## src/rtl/cic_pkg.sv

```systemverilog
// Shared definitions for the CIC interpolator integrator section.
//   state_e   : sequencing state of the interpolator (IDLE / EMIT)
//   LOG2R     : log2 of the default interpolation ratio
//   out_bits(): accumulator width that holds the full CIC gain without loss
package cic_pkg;

  typedef enum logic {
    IDLE = 1'b0,
    EMIT = 1'b1
  } state_e;

  localparam int R_DEFAULT = 4;
  localparam int LOG2R     = $clog2(R_DEFAULT);

  // Each integrator stage can grow the signal by log2(R) bits.
  function automatic int out_bits(input int bits, input int stages, input int r);
    return bits + stages * $clog2(r);
  endfunction

endpackage

```

## src/rtl/cic_integrator_stage.sv

```systemverilog
// One integrator of the CIC cascade.
//   clk, rst : clock, asynchronous active-high reset
//   step_i   : advance the accumulator this cycle
//   din_i    : value added on a step
//   acc_d_o  : next accumulator value (combinational, acc + din)
//   acc_q_o  : registered accumulator value
module cic_integrator_stage
  import cic_pkg::*;
#(
  parameter int W = 12
) (
  input  logic         clk,
  input  logic         rst,
  input  logic         step_i,
  input  logic [W-1:0] din_i,
  output logic [W-1:0] acc_d_o,
  output logic [W-1:0] acc_q_o
);

  logic [W-1:0] acc_q;

  // Modular add: wrap-around is cancelled by the comb section.
  assign acc_d_o = acc_q + din_i;
  assign acc_q_o = acc_q;

  always_ff @(posedge clk or posedge rst) begin
    if (rst)         acc_q <= '0;
    else if (step_i) acc_q <= acc_d_o;
  end

endmodule

```

## src/rtl/cic_interp_integrator.sv

```systemverilog
// CIC interpolator integrator section: takes low-rate samples over
// valid/ready, zero-stuffs each by R and runs them through a STAGES-deep
// integrator cascade, producing R high-rate samples per input.
//   clk, rst               : clock, asynchronous active-high reset
//   stream_in/in_valid/in_ready    : low-rate input handshake
//   stream_out/out_valid/out_ready : high-rate output handshake
// Build option: CIC_GAIN_NORM_EN shifts the output right by
// (STAGES-1)*log2(R) to remove the cascade gain (port width unchanged).
//
// state | meaning
// IDLE  | no sample held, ready for input
// EMIT  | sample held in x_q, phase p_q walks 0..R-1
module cic_interp_integrator
  import cic_pkg::*;
#(
  parameter int R        = 4,
  parameter int STAGES   = 2,
  parameter int BITS     = 10,
  parameter int OUT_BITS = out_bits(BITS, STAGES, R)
) (
  input  logic                clk,
  input  logic                rst,
  input  logic [BITS-1:0]     stream_in,
  input  logic                in_valid,
  output logic                in_ready,
  output logic [OUT_BITS-1:0] stream_out,
  output logic                out_valid,
  input  logic                out_ready
);

  localparam int PW = $clog2(R);

  state_e                state_q, state_d;
  logic [PW-1:0]         p_q, p_d;
  logic [OUT_BITS-1:0]   x_q, x_d;
  logic                  out_valid_q, out_valid_d;
  logic                  step, last_phase, accept;
  logic [OUT_BITS-1:0]   feed;

  logic [OUT_BITS-1:0]               acc_next [STAGES];
  logic [STAGES-1:0][OUT_BITS-1:0]   acc_reg;
  logic                              unused_acc;

  assign last_phase = (p_q == PW'(R-1));
  assign accept     = in_valid && in_ready;
  // Zero-stuffing: the held sample enters the cascade only on phase 0.
  assign feed       = (p_q == '0) ? x_q : '0;

  // FSM: state register
  always_ff @(posedge clk or posedge rst) begin
    if (rst) state_q <= IDLE;
    else     state_q <= state_d;
  end

  // FSM: next state. An accept on the last-phase step keeps us in EMIT.
  always_comb begin
    state_d = state_q;
    if (accept)                  state_d = EMIT;
    else if (step && last_phase) state_d = IDLE;
  end

  // FSM: outputs. in_ready during the last step gives bubble-free bursts.
  always_comb begin
    step     = (state_q == EMIT) && (!out_valid_q || out_ready);
    in_ready = (state_q == IDLE) || (step && last_phase);
  end

  always_comb begin
    p_d = p_q;
    if (accept)    p_d = '0;
    else if (step) p_d = last_phase ? '0 : p_q + PW'(1);

    x_d = accept ? {{(OUT_BITS-BITS){stream_in[BITS-1]}}, stream_in} : x_q;

    out_valid_d = out_valid_q;
    if (step)           out_valid_d = 1'b1;
    else if (out_ready) out_valid_d = 1'b0;
  end

  always_ff @(posedge clk or posedge rst) begin
    if (rst) begin
      p_q         <= '0;
      x_q         <= '0;
      out_valid_q <= 1'b0;
    end else begin
      p_q         <= p_d;
      x_q         <= x_d;
      out_valid_q <= out_valid_d;
    end
  end

  for (genvar k = 0; k < STAGES; k++) begin : g_stage
    logic [OUT_BITS-1:0] din;
    if (k == 0) begin : g_first
      assign din = feed;
    end else begin : g_rest
      assign din = acc_next[k-1];
    end
    cic_integrator_stage #(.W(OUT_BITS)) u_stage (
      .clk     (clk),
      .rst     (rst),
      .step_i  (step),
      .din_i   (din),
      .acc_d_o (acc_next[k]),
      .acc_q_o (acc_reg[k])
    );
  end

  // Only the last stage's register and the inner next-values are consumed.
  assign unused_acc = ^{acc_reg, acc_next[STAGES-1]};

  // The last accumulator only updates on a step, so it already is the
  // registered output: it holds under stall and clears on reset.
`ifdef CIC_GAIN_NORM_EN
  localparam int NORM_SHIFT = (STAGES-1) * PW;
  assign stream_out = $signed(acc_reg[STAGES-1]) >>> NORM_SHIFT;
`else
  assign stream_out = acc_reg[STAGES-1];
`endif

  assign out_valid = out_valid_q;

endmodule
```

## config.mk

```make
export PLATFORM = sky130hd
export DESIGN_NAME = cic_interp_integrator
export DESIGN_NICKNAME = d
export VERILOG_FILES = /design/src/rtl/cic_pkg.sv /design/src/rtl/cic_integrator_stage.sv /design/src/rtl/cic_interp_integrator.sv
export SDC_FILE = /design/constraint.sdc
export NUM_CORES = 1
export LEC_CHECK = 0
export ABC_AREA = 1
export CAP_MARGIN = 10
export CORE_MARGIN = 3
export CORE_UTILIZATION = 57
export CTS_CLUSTER_SIZE = 16
export DETAILED_ROUTE_END_ITERATION = 16
export DONT_BUFFER_PORTS = 1
export GPL_TIMING_DRIVEN = 0
export PLACE_DENSITY = 0.71
export SLEW_MARGIN = 20
export SYNTH_ARGS = -nofsm -noshare
export SYNTH_HDL_FRONTEND = slang
export SYNTH_SLANG_ARGS = --single-unit
```

## constraint.sdc

```tcl
create_clock -name clk -period 3.6 [get_ports clk]
set_clock_uncertainty 0.15 [all_clocks]
set_input_delay 0.36 -clock clk [delete_from_list [all_inputs] [get_ports clk]]
set_output_delay 0.36 -clock clk [all_outputs]
set_load 0.02 [all_outputs]
```

# After elaboration in Yosys (flattened, before gate mapping)

Index checks and enable logic that the tools add are counted.

Bits in registers: 42
Input port bits: 14
Output and inout bits: 16
Logic and storage cells: 29

Add/sub/neg operators: 3
Equality and inequality tests: 1
Mux-type cells: 8
Bitwise operators: 1
Reductions and logical operators: 10

Operators by type and width:

| kind                                         | number |
|---|---|
| adder 14 bit                                 | 2 |
| two-way mux 14 bit                           | 1 |
| two-way mux 2 bit                            | 3 |
| nonzero test 2 bit                           | 3 |
| two-way mux 1 bit                            | 4 |
| logical AND 1 bit                            | 3 |
| adder 2 x 1 -> 2 bit (second input constant) | 1 |
| equality test 2 bit (second input constant)  | 1 |
| zero test 2 bit                              | 1 |
| logical OR 1 bit                             | 2 |
| zero test 1 bit                              | 1 |
| NOT 1 bit                                    | 1 |

# Depth between registers and ports, before layout

Gate-level depths: netlist of the first run.

Depth after elaboration: 7
Gate-level depth with buffers: 26
Depth with buffers taken out: 25

# Modules after synthesis

A second synthesis of the first run with hierarchy kept.

Cells, all modules: 528
Area total of the unflattened synthesis: 3495.9 um2

Modules (own cells, without submodules):

| module                                     | times used | cells each | area each (um2) |
|---|---|---|---|
| cic_integrator_stage at g_stage[1].u_stage | 1          | 218        | 1370.1 |
| cic_integrator_stage at g_stage[0].u_stage | 1          | 214        | 1341.3 |
| cic_interp_integrator                      | 1          | 96         | 784.5 |

# Worst setup path before layout of the first run

OpenSTA, ideal clock, no wires.

Path type: register -> register
From: register p_q[0]
To: register g_stage[1].u_stage.acc_q[13]
Setup time: 0.117 ns
Arrival time: 3.155 ns
Slack: 0.178 ns
Cell stages (with the launch flop): 26
Path buffers: 1
Cell sequence: dfrtp_1 inv_1 ha_1 buf_6 nand2_1 inv_1 ha_1 fa_1 nand3_1 nand2_1 a21oi_2 o21ai_4 nand2_1 nand3_1 and2_1 ha_1 nand2_1 inv_1 a21oi_1 nand2_1 nor2_1 inv_1 nand2_1 nand3_1 nand2_1 nand2_1

RTL lines:

| element                  | line                        | source |
|---|---|---|
| start: declaration       | cic_interp_integrator.sv:34 | `logic [PW-1:0] p_q, p_d;` |
| start signal: assignment | cic_interp_integrator.sv:86 | `p_q <= p_d;` |
| end signal: assignment   | cic_integrator_stage.sv:28  | `else if (step_i) acc_q <= acc_d_o;` |
| end: declaration         | cic_integrator_stage.sv:20  | `logic [W-1:0] acc_q;` |

==> results of run 1 <==
## timing repair
action                                  in CTS  in global routing
endpoints found under the setup margin       2                  7
endpoints found under the hold margin       14                  0
gates resized for setup                     10                 45
pin swaps                                    3                 20
gates cloned                                 0                  1
hold buffers                                 1                  0
setup buffers                                1                  4
## cell families (layout without fill, tap and decap cells)
logic type / count (synthesis) / in the layout
AND/OR/NAND/NOR: 220 / 220
XOR/XNOR: 15 / 15
adder cells (fa/ha/maj): 31 / 31
AO/OA/AOI/OAI: 51 / 51
buffers and inverters: 73 / 89
flip-flops: 42 / 42
## per-layer routing
layer,track usage,share of wire,up-vias
met2,0.377,0.50,46
met3,0.0404,0.032,7
met4,0.0760,0.0098,0
met5,0,0,-
met1,0.284,0.46,1200
li1,-,-,1383
## critical path, stage by stage (launching register included)
cell and delay (ns):
dfrtp_1 0.37, inv_2 0.06, ha_4 0.16, buf_6 0.12, nand2_2 0.06, inv_2 0.04
ha_4 0.16, fa_2 0.38, nand3_2 0.08, nand2_2 0.07, a21oi_4 0.17, o21ai_4 0.10
nand2_2 0.08, nand3_1 0.09, and2_4 0.16, ha_4 0.28, nand2_4 0.06, nor2_4 0.10
nand2_1 0.07, a21oi_2 0.17, nor2_4 0.07, nand3_2 0.09, nand3_2 0.08, nand2_2 0.06
nand2_1 0.04
## placed cells by master, fill, tap and decap left out, types with 7 or more instances in the layout
cell type  netlist  final
nand2_1        159    147
dfrtp_1         42     42
inv_1           48     41
nor2_1          22     20
buf_4           15     20
ha_1            29     19
nand2_2          4     15
o21ai_0         14     14
a21oi_1         21     14
nand3_1         16     12
inv_2            2      9
clkbuf_1         6      8
xor2_1           8      8
a31oi_1          8      8
ha_4             0      8
a21oi_2          3      7
## worst min path at each step
stage | start | depth (start not counted) | to | slack (ns)
floorplan | x_q[0]$_DFFE_PP0P_ | 2 | x_q[0]$_DFFE_PP0P_ | 0.29
global placement | x_q[5]$_DFFE_PP0P_ | 2 | x_q[5]$_DFFE_PP0P_ | 0.31
detailed placement | rst | 1 | state_q$_DFFE_PP0P_ | 0.09
CTS | in_valid | 2 | state_q$_DFFE_PP0P_ | 0.02
global route | in_valid | 2 | state_q$_DFFE_PP0P_ | 0.02
finish | stream_in[6] | 2 | x_q[6]$_DFFE_PP0P_ | 0.03
## state kept, by name, indices dropped and copies added (netlist names)
| name | cells |
|---|---|
| p_q | 2 |
| state_q | 1 |
| out_valid | 1 |
| g_stage.u_stage.acc_q_o | 28 |
| x_q | 10 |
## layout make-up
class / count / area share
Multi-Input combinational cell: 317 / 0.547
Sequential cell: 42 / 0.287
Inverter: 50 / 0.0513
Buffer: 23 / 0.0414
Tap cell: 70 / 0.0239
Clock buffer: 7 / 0.0209
Timing Repair Buffer: 8 / 0.0198
Clock inverter: 1 / 0.00821
## through the flow
| step | cells | area, um2 | hold slack, ns |
|---|---|---|---|
| after floorplan | 432 | 3140 | 0.292 |
| after global placement | 502 | 3230 | 0.305 |
| after detailed placement | 503 | 3250 | 0.0932 |
| after CTS | 513 | 3420 | 0.0179 |
| after global routing | 518 | 3660 | 0.0222 |
| final | 518 | 3660 | 0.0292 |
==> impl_results.md, run 1 <==
* Initial antenna violation count at 0
* CTS clk-pin slew, worst paths at about 0.080 ns
* Post-synth top cells: 159 x nand2_1, 48 x inv_1, 42 x dfrtp_1, 29 x ha_1, 22 x nor2_1
* Reg2Reg Depth at 24
* Synth Instances at around 430
* WP data required at ~3.6 ns
* CP Launch Point: p_q[0]$_DFFE_PP0P_
* Final Core Density at 0.703
* Period Utilization, post-route at 0.943
* Least-Margin Pin Slew at around 0.59 ns
* DRC at 0
* Largest family of logic cells by synthesized area: simple AND/OR/NAND/NOR gates
* Post-Syn Nets at 477
* R2R setup slack at 0.21 ns
* Area contributors post-synth: dfrtp_1 33%, nand2_1 19%, ha_1 12%
* Total congestion overflow at 0
* Synth cell types at 33
* Count of nets left with antenna violations after detail routing at 0
* Post-synthesis mux area share at 0
* Reg area at between 0.001 and 0.0015 mm2
* Die Width at 80.3 um
* Die footprint at 0.00644 mm2
* PortBufs at 0
* Vias in the first global route at around 2600
* Syn avg cell area at between 7 and 8 um2
* Fmax at ~290 MHz
* RR Startpoint: p_q[0]$_DFFE_PP0P_
* Core area at about 0.0052 mm2
* Share of cells above drive strength 1 at 0.208
* Initial DRC Count at roughly 110
* Worst slack, placed at -0.214 ns
* Synth Warn # at 0
* Share of the yosys chip area belonging to registers at 0.334
* Netlist Area Pre-Place at around 0.0031 mm2
* Largest net degree at the start of global routing at 29
* # rows at 26
* Detailed placement HPWL at 5030 um
* Final Max Tran Viols at 0
* All-layer global routing usage at 0.222
* Post-synthesis adder-cell area fraction at 0.128
* HP Class: in2reg
* Worst setup endpoint: g_stage[1].u_stage.acc_q_o[13]$_DFFE_PP0P_
* Starting Density at 0.604
* Synth Area in XOR/XNOR at 0.0442
* Worst-Skew Late Latency at 0.30 ns
* Layout fillers at 450
* Synth Area in Simple Gates at 0.291
* DR pass1 iterations at 4
* First-pass GRT wire length at between 10000 and 15000 um
* Vias per cell at 5.09
* Num CTS Buffers at 5
* Fin nets at 492
* Area leader, netlist: dfrtp_1
* RSZ-0062 raised after global routing: yes
* Endpoints failing hold at 0
* Final setup fails at 0
* Worst Slack Setup Final at about 0.21 ns
* Reg-to-reg endpoint: g_stage[1].u_stage.acc_q_o[13]$_DFFE_PP0P_
* Area growth, synth to finish at 16.3%
* Seq cells post-synth at between 40 and 50
* EDFF count, synth at 0
* Vias at around 2600
* CP Max Fanout at 5
* Post-synthesis compound-gate area fraction at 0.0947
* Gpl congestion at approximately 0.86
* Status: finished, final reports clean
* Wire length per cell at about 13 um
* CP Launch Type: flip-flop
* Die height at 80.3 um
* Slew headroom at 0.609
* Clock sink count at 42
* Period minus WS final at 3.39 ns
* IO Pins at 30
* Kind of critical path: reg2reg
* Final WL at between 6000 and 7000 um
* Worst EP arrival at around 3.4 ns
* Max_cap viols at 0
* CTS tree: done
* Critical path capture point type: flip-flop
* Area occupied by multi-input gates at between 0.002 and 0.0025 mm2
* Setup_tns at 0 ns
* Clk root buf: clkbuf_8
* Post-synth ARST share at 1.00
* Area share of the largest cell type after synthesis at 0.334
* Ys flop type: dfrtp_1
* H-tree depth reported by CTS at 2
* ANT cells at 0
* Clock Path Buffers at 2
* Top-count cell post-synth: nand2_1
Power of run 1 is not shown: default switching activity piles up to over one toggle a cycle in this logic, so the estimate is an artifact.
==> inputs of run 2 (changes only) <==
Settings changed: CORE_UTILIZATION 57 to 58, PLACE_DENSITY 0.71 to 0.72.
Clock period 3.6 ns to 3.1 ns, I/O delays scaled along.
==> impl_results.md, run 2 (same netlist as run 1, synthesis figures left out) <==
* Status: complete, but fails checks
* Failing checks: negative setup slack
* Fin nets at slightly above 500
* Initial antenna violation count at 0
* Fmax at around 300 MHz
* Period minus WS final at 3.36 ns
* Clock sink count at 42
* Vias at ~2800
* CP Launch Type: flip-flop
* Core area at 0.00517 mm2
* Starting Density at 0.608
* Die height at 79.6 um
* Area growth, synth to finish at 30.2%
* CTS clk-pin slew, worst paths at roughly 0.080 ns
* Endpoints failing hold at 0
* Final Max Tran Viols at 0
* First-pass GRT wire length at between 10000 and 15000 um
* Wire length per cell at 13.8 um
* Least-Margin Pin Slew at about 0.55 ns
* # rows at 26
* Period Utilization, post-route at 1.08
* Share of cells above drive strength 1 at 0.314
* Worst-Skew Late Latency at 0.31 ns
* Max_cap viols at 0
* Dpl cell area at around 0.0033 mm2
* Largest register FFs at 28
* Worst hold path depth at 3
* HP Class: in2reg
* All-layer global routing usage at 0.244
* Clock Path Buffers at 2
* Critical path capture point type: flip-flop
* Worst EP arrival at roughly 3.4 ns
* PortBufs at 0
* Die Width at 79.6 um
* Detailed placement HPWL at ~5000 um
* Vias in the first global route at between 2000 and 3000
* RSZ-0062 raised after global routing: yes
* Clk root buf: clkbuf_8
* WP data required at between 3 and 4 ns
* Most frequent cells in the layout: 140 x nand2_1, 42 x dfrtp_1, 35 x buf_4
* IO Pins at 30
* Worst path depth at 23
* DR pass1 iterations at 4
* Final WL at between 7000 and 8000 um
* DRC at 0
* ANT cells at 0
* Die footprint at ~0.0063 mm2
* Slowest stage delay, CP at ~0.37 ns
* Top Family by Delay on Critical Path: simple AND/OR/NAND/NOR gates
* Dpl cells at 503
* Layout Cells excl Fill at 542
* Crit path buffers/inverters at 2
* CP Max Fanout at 6
* Crit path cell chain: inv_2 -> ha_4 -> nand2_2 -> inv_2 -> ha_4 -> fa_2 -> nand3_2 -> nand2_2 -> a21oi_4 -> o21ai_4 -> nand2_2 -> nand3_2 -> and2_4 -> ha_4 -> nand2_4 -> nor2_4 -> nand2_1 -> a21oi_2 -> nor2_4 -> nand3_2 -> nand3_2 -> nand2_1 -> nand2_1
* Commonest non-fill, non-tap cell in the layout: nand2_1
* Slowest CP cell: dfrtp_1
* Kind of critical path: reg2reg
* CTS tree: done
* Initial DRC Count at 105
* Final setup fails at 5
* Slew headroom at 0.633
* Worst Slack Setup Final at -0.263 ns
* Worst hold slack at roughly 0.037 ns
* Num CTS Buffers at 5
* Largest net degree at the start of global routing at 26
* Count of nets left with antenna violations after detail routing at 0
* Reg2Reg Depth at 23
* Final Cell Area at between 0.004 and 0.005 mm2
* Vias per cell at roughly 5.3
* H-tree depth reported by CTS at 2
* Most used cell, CP: nand3_2
* Gpl congestion at a little under 0.9
* Total congestion overflow at 0
==> run 2: cell types whose count changed in the layout (fill, tap and decap cells not counted), moves of 4 or more <==
cell,previous run,this run
buf_4,20,35
ha_1,19,11
o21ai_0,14,10
dlygate4sd3_1,1,12
nand2_2,15,19
inv_1,41,32
inv_2,9,18
a21oi_1,14,10
ha_4,8,16
nand2_1,147,140
==> run 2: worst paths after layout <==
kind | from | endpoint | slack (ns)
max | p_q[1]$_DFFE_PP0P_ | g_stage[1].u_stage.acc_q_o[13]$_DFFE_PP0P_ | -0.26
min | out_ready | out_valid$_DFFE_PP0P_ | 0.04
max reg2reg | p_q[1]$_DFFE_PP0P_ | g_stage[1].u_stage.acc_q_o[13]$_DFFE_PP0P_ | -0.26
min reg2reg | x_q[4]$_DFFE_PP0P_ | x_q[4]$_DFFE_PP0P_ | 0.33
max in group asynchronous | rst | g_stage[0].u_stage.acc_q_o[8]$_DFFE_PP0P_ | 2.04
min in group asynchronous | rst | state_q$_DFFE_PP0P_ | 0.30
==> run 2: layer usage <==
metal	track usage	part of all wire	vias up
li1	-	-	1433
met3	0.0440	0.036	16
met5	0	0	-
met4	0.0876	0.016	0
met1	0.286	0.43	1338
met2	0.442	0.52	62
==> run 2: worst reg2reg max path, stage by stage, from the launching register on <==
cell and delay [ns]:
dfrtp_1 0.37, inv_2 0.06, ha_4 0.18, nand2_2 0.06
inv_2 0.04, ha_4 0.15, fa_2 0.37, nand3_2 0.07
nand2_2 0.07, a21oi_4 0.21, o21ai_4 0.11, nand2_2 0.12
nand3_2 0.08, and2_4 0.17, ha_4 0.29, nand2_4 0.07
nor2_4 0.08, nand2_1 0.07, a21oi_2 0.19, nor2_4 0.08
nand3_2 0.09, nand3_2 0.07, nand2_1 0.06, nand2_1 0.04
==> run 2: what timing repair did <==
item	in CTS	in global routing
pin swaps	24	32
setup endpoints to repair	8	8
gates resized for setup	34	61
hold buffers	12	0
endpoints found under the hold margin	28	0
buffers inserted	14	6
==> run 2: area by class of cell <==
class | count | area [um2]
Buffer | 22 | 140
Clock buffer | 6 | 82.6
Clock inverter | 2 | 12.5
Fill cell | 339 | 1080
Inverter | 50 | 188
Multi-Input combinational cell | 317 | 2240
Sequential cell | 42 | 1050
Tap cell | 70 | 87.6
Timing Repair Buffer | 33 | 290
==> run 2: through the flow <==
stage               utilization  worst slack, ns  setup TNS, ns
floorplan                     -          -0.0744        -0.0796
global placement          0.639           -0.372          -1.41
detailed placement        0.643           -0.432          -1.73
CTS                       0.742           -0.127         -0.254
global route              0.792           -0.413          -1.64
finish                    0.792           -0.263         -0.627
Power of run 2 is left out for the same reason.
